===== src/rtl/feed_skew_registers.sv =====
// feed_skew_registers: per-channel {valid,data} shift chains, channel c is BASE_DEPTH+c*STEP stages deep.
// Define FEED_SKEW_ZERO_GATE_EN to force o_dout of a channel to zero while its o_valid is low.
module feed_skew_registers #(
  parameter int N_CH       = 4,
  parameter int I_W        = 16,
  parameter int BASE_DEPTH = 1,
  parameter int STEP       = 1
) (
  input  logic              i_clk,
  input  logic              i_rst,
  input  logic [N_CH*I_W-1:0] i_din,
  input  logic              i_valid,
  input  logic              i_clear,
  input  logic              i_pipeline_en,
  output logic [N_CH*I_W-1:0] o_dout,
  output logic [N_CH-1:0]   o_valid,
  output logic              o_busy,
  output logic              o_flush_done
);
  logic [N_CH-1:0] ch_busy_d;
  logic busy_q, busy_d, flush_q, flush_d;
  if (BASE_DEPTH < 1 || N_CH < 1 || I_W < 1) begin : g_bad_cfg
    $fatal(1, "feed_skew_registers: BASE_DEPTH, N_CH and I_W must all be >= 1");
  end
  for (genvar c = 0; c < N_CH; c++) begin : g_ch
    localparam int D = BASE_DEPTH + c * STEP;
    logic [D-1:0]          vld_q, vld_d;
    logic [D-1:0][I_W-1:0] dat_q, dat_d;
    always_comb begin
      vld_d = vld_q;
      dat_d = dat_q;
      if (i_pipeline_en) begin
        vld_d[0] = i_valid;
        dat_d[0] = i_din[c*I_W +: I_W];
        for (int s = 1; s < D; s++) begin
          vld_d[s] = vld_q[s-1];
          dat_d[s] = dat_q[s-1];
        end
      end
      if (i_clear) begin
        vld_d = '0;
        dat_d = '0;
      end
    end
    always_ff @(posedge i_clk or posedge i_rst) begin
      if (i_rst) begin
        vld_q <= '0;
        dat_q <= '0;
      end else begin
        vld_q <= vld_d;
        dat_q <= dat_d;
      end
    end
    assign ch_busy_d[c] = |vld_d;
    assign o_valid[c]   = vld_q[D-1];
`ifdef FEED_SKEW_ZERO_GATE_EN
    assign o_dout[c*I_W +: I_W] = vld_q[D-1] ? dat_q[D-1] : '0;
`else
    assign o_dout[c*I_W +: I_W] = dat_q[D-1];
`endif
  end
  // Busy tracks the post-update valid stages; only a drain through an enabled shift counts as a flush.
  assign busy_d  = |ch_busy_d;
  assign flush_d = i_pipeline_en && !i_clear && busy_q && !busy_d;
  always_ff @(posedge i_clk or posedge i_rst) begin
    if (i_rst) begin
      busy_q  <= 1'b0;
      flush_q <= 1'b0;
    end else begin
      busy_q  <= busy_d;
      flush_q <= flush_d;
    end
  end
  assign o_busy       = busy_q;
  assign o_flush_done = flush_q;
endmodule

===== config.mk =====
export PLATFORM = sky130hd
export DESIGN_NAME = feed_skew_registers
export DESIGN_NICKNAME = d
export VERILOG_FILES = /design/src/rtl/feed_skew_registers.sv
export SDC_FILE = /design/constraint.sdc
export NUM_CORES = 1
export LEC_CHECK = 0
export BUFFER_PORTS_ARGS = -buffer_cell sky130_fd_sc_hd__buf_2
export CAP_MARGIN = 5
export CORE_ASPECT_RATIO = 1.75
export CORE_MARGIN = 8
export CORE_UTILIZATION = 45
export DETAILED_ROUTE_END_ITERATION = 10
export HOLD_SLACK_MARGIN = 0.12
export PLACE_DENSITY = 0.67
export SLEW_MARGIN = 40
export SYNTH_ARGS = -nofsm -noshare
export SYNTH_HDL_FRONTEND = slang
export SYNTH_SLANG_ARGS = --single-unit

===== constraint.sdc =====
create_clock -name i_clk -period 6.65 [get_ports i_clk]
set_clock_uncertainty 0.1 [all_clocks]
set_input_delay 0.3325 -clock i_clk [delete_from_list [all_inputs] [get_ports i_clk]]
set_output_delay 0.3325 -clock i_clk [all_outputs]
set_load 0.02 [all_outputs]

==> Implementation_results.wiki <==
{| class="wikitable"
! Metric !! Value
|-
| Global-route total usage across every layer || 14.63%
|-
| Setup-violating endpoint count in the final report || 0
|-
| DR WL/cell || 15.40 um
|-
| Highest-utilization routing layer at the global route stage || met2
|-
| Count of final hold-check violations || 0
|-
| Total vias in the final route || 4639
|-
| Maximum clock frequency || 0.5288 GHz
|-
| Met3 track demand over resource || 3.604%
|-
| Share of cells above drive strength 1 || 23.01%
|-
| Final cycle utilization of the critical path || 28.44%
|-
| Global route overflow || 0
|-
| Via count of the first global-routing pass || 4946
|-
| Die Outline Area || 0.02071 sq mm
|-
| Final Wtd Congestion || 0.7274
|-
| Nets || 821
|-
| Non-Filler Instances || 954
|-
| Initial antenna violation count || 0
|-
| Logic depth of the worst register-to-register path || 3
|-
| Buffers on Ports || 138
|-
| Type of destination of the critical path || register
|-
| Synth top area cells || sky130_fd_sc_hd__dfrtp_1 (59%), sky130_fd_sc_hd__mux2i_1 (23%), sky130_fd_sc_hd__nor2_1 (8.7%), sky130_fd_sc_hd__buf_4 (7.1%), sky130_fd_sc_hd__clkbuf_1 (0.87%)
|-
| Number of cells on the critical path || 5
|-
| Maximum number of pins on one net before global-route repair || 94
|-
| Post-synthesis average cell area || 11.88 sq um
|-
| Netlist Area Pre-Place || 0.007297 sq mm
|-
| Sum of negative setup slack || 0 ns
|-
| Number of register bits inferred by synthesis || 172
|-
| TritonCTS sink count || 172
|-
| Critical Path AT || 2.07 ns
|-
| Level count of the clock H-tree || 4
|-
| Die Ht || 184.5 um
|-
| Post-synth net total || 683
|-
| Unrepaired setup endpoints after global routing || no
|-
| Num rows || 61
|-
| Cell at the root of the clock tree || sky130_fd_sc_hd__clkbuf_16
|-
| Post-synthesis async set-or-reset flop share || 100.0%
|-
| Cts repair resizes || 0
|-
| Antenna diode instance count || 0
|-
| Post-CTS clock slew at the launch and capture registers of the worst setup and hold paths || 0.06 ns
|-
| Post-detailed-route count of antenna-violating nets || 0
|-
| Gate family responsible for the most delay along the worst path || buffers and inverters
|-
| Area share of the largest cell type after synthesis || 58.98%
|-
| Depth of the worst hold-timing path || 3
|-
| Highest ir drop seen on vdd || 0.2435 mV
|-
| Floorplan die width || 112.3 um
|-
| Total Routed Length || 14.70 mm
|-
| P per Cell Area || 259.0 mW/mm^2
|-
| Critical path required time || 6.82 ns
|-
| Global-route wire length before repair || 24.63 mm
|-
| Critical path type || in2reg
|-
| Leakage dissipation || 4.874 nW
|-
| Worst reg2reg path startpoint || g_ch[3].vld_q[3]$_DFF_PP0_
|-
| Slew at the pin closest to its max-slew limit || 0.7873 ns
|-
| Core area || 0.01588 sq mm
|-
| Post-layout power || 2.327 mW
|-
| Initial Util || 45.96%
|-
| Worst path bufs/invs || 3
|-
| Number of maximum-capacitance violations || 0
|-
| Highest-delay cell along the critical path || sky130_fd_sc_hd__buf_4
|-
| Post-route DRC || 0
|-
| Post-detailed-placement half-perimeter wirelength || 9.575 mm
|-
| Most frequent cells after synthesis || sky130_fd_sc_hd__dfrtp_1 (172), sky130_fd_sc_hd__nor2_1 (169), sky130_fd_sc_hd__mux2i_1 (166), sky130_fd_sc_hd__buf_4 (69), sky130_fd_sc_hd__clkbuf_1 (17)
|-
| Post-synthesis sequential area ratio || 58.98%
|-
| Inst Count DP || 856
|-
| Met1 track utilization from global routing || 17.75%
|-
| Most common flop cell mapped by yosys || sky130_fd_sc_hd__dfrtp_1
|-
| Post-Syn Instances || 614
|-
| Min Tclk post-route || 1.891 ns
|-
| Worst setup SP type || input port
|-
| Critical path startpoint || i_pipeline_en
|-
| DRT Pass-1 Iters || 4
|-
| Worst Min Path Start || i_pipeline_en
|-
| Number of synthesized flops with an enable pin || 0
|-
| Total CTS buffers || 17
|-
| Worst slew margin || 47.51%
|-
| Outcome || complete, no violations
|-
| Largest fanout of any net on the critical path || 54
|-
| Clock Tree Buf Depth || 2
|-
| I/O pin count || 139
|-
| Clk Latency, worst-skew pair || 0.41 ns
|-
| Cell accounting for the most synthesized area || sky130_fd_sc_hd__dfrtp_1
|-
| Unique cell type count in the Yosys netlist || 15
|-
| Layout Area Growth over Synthesis || 23.17%
|-
| Class of the worst hold path || in2reg
|-
| Met2 capacity usage during global routing || 24.40%
|-
| CTS tree || built
|-
| CP Cell Sequence || buf_8 > buf_16 > buf_4 > mux2i_1 > nor2_1
|-
| Per-cell via count in the routed design || 4.863
|-
| Synthesis warning total || 0
|-
| Most numerous cell in the Yosys netlist || sky130_fd_sc_hd__dfrtp_1
|-
| Drt initial violations || 205
|-
| Crit path largest cell delay || 0.68 ns
|-
| Max Transition Viols Final || 0
|}
[state kept, by name, summed over array words and instances (netlist names)]
register      flops
g_ch.dat_q      112
o_dout           48
g_ch.vld_q       10
o_busy            1
o_flush_done      1
[metrics by stage]
step                hold WS (ns)  worst slack [ns]  instance area, sq um  util, %
floorplan                 0.3859             1.557                  7297        -
global placement          0.3970             4.109                  7662    48.27
detailed placement        0.4066             4.323                  7714    48.59
CTS                       0.2801             4.625                  8979    56.56
global route              0.3022             4.570                  8987    56.61
finish                    0.2948             4.759                  8987    56.61
[cells in the final DEF, fill, tap and decap left out, drive strengths merged, types with 4 or more instances in the layout]
| master | netlist | layout |
|---|---|---|
| a21oi | 4 | 4 |
| buf | 73 | 142 |
| clkbuf | 17 | 20 |
| clkinvlp | 0 | 4 |
| dfrtp | 172 | 172 |
| dlygate4sd3 | 0 | 66 |
| inv | 2 | 8 |
| mux2i | 166 | 166 |
| nand2b | 5 | 5 |
| nor2 | 169 | 169 |
[power by group]
| group | internal [mW] | switching [mW] |
|---|---|---|
| combinational | 0.101 | 0.120 |
| sequential | 1.08 | 0.0215 |
| clock | 0.582 | 0.419 |
[repair_timing]
| item | CTS | global route |
|---|---|---|
| hold endpoints to repair | 152 | 0 |
| buffers inserted | 0 | 0 |
| hold buffers | 66 | 0 |
[layer usage]
| layer | share of wire [%] | wire, um |
|---|---|---|
| met4 | 2.2 | 330 |
| met1 | 42 | 6139 |
| met3 | 4.0 | 590 |
| met2 | 52 | 7634 |
| met5 | 0 | 0 |
[cells by family (layout without fill, tap and decap cells)]
group | after synthesis | count (layout) | synth area share, %
simple gates | 178 | 178 | 9.431
compound gates | 6 | 6 | 0.4629
flops | 172 | 172 | 58.98
mux | 166 | 166 | 22.77
buf+inv | 92 | 243 | 8.351
[area by class of cell]
type                       count  area, sq um
sequential                   172         4304
clock buffer                  19        452.9
inverter                       2        15.01
timing repair buffer         209         1444
multi-input combinational    350         2384
tap                          189        236.5
fill                        1369         6888
clock inverter                13        151.4
[worst register-to-register path: stages (launching register included)]
cell and delay (ns):
sky130_fd_sc_hd__dfrtp_1 0.39, sky130_fd_sc_hd__or4_1 0.54, sky130_fd_sc_hd__o21ai_1 0.14, sky130_fd_sc_hd__a41oi_1 0.13
[final timing paths]
path,slack [ns],end
setup / recovery,4.76,o_dout[32]$_DFFE_PP0P_
hold reg to reg,0.41,o_dout[51]$_DFFE_PP0P_
hold / removal,0.29,o_dout[27]$_DFFE_PP0P_
max in group asynchronous,4.86,g_ch[3].dat_q[10]$_DFFE_PP0P_
min in group asynchronous,0.43,g_ch[1].dat_q[3]$_DFFE_PP0P_
setup reg to reg,5.19,o_busy$_DFF_PP0_
Note: power is estimated with default switching activity, not from simulation.
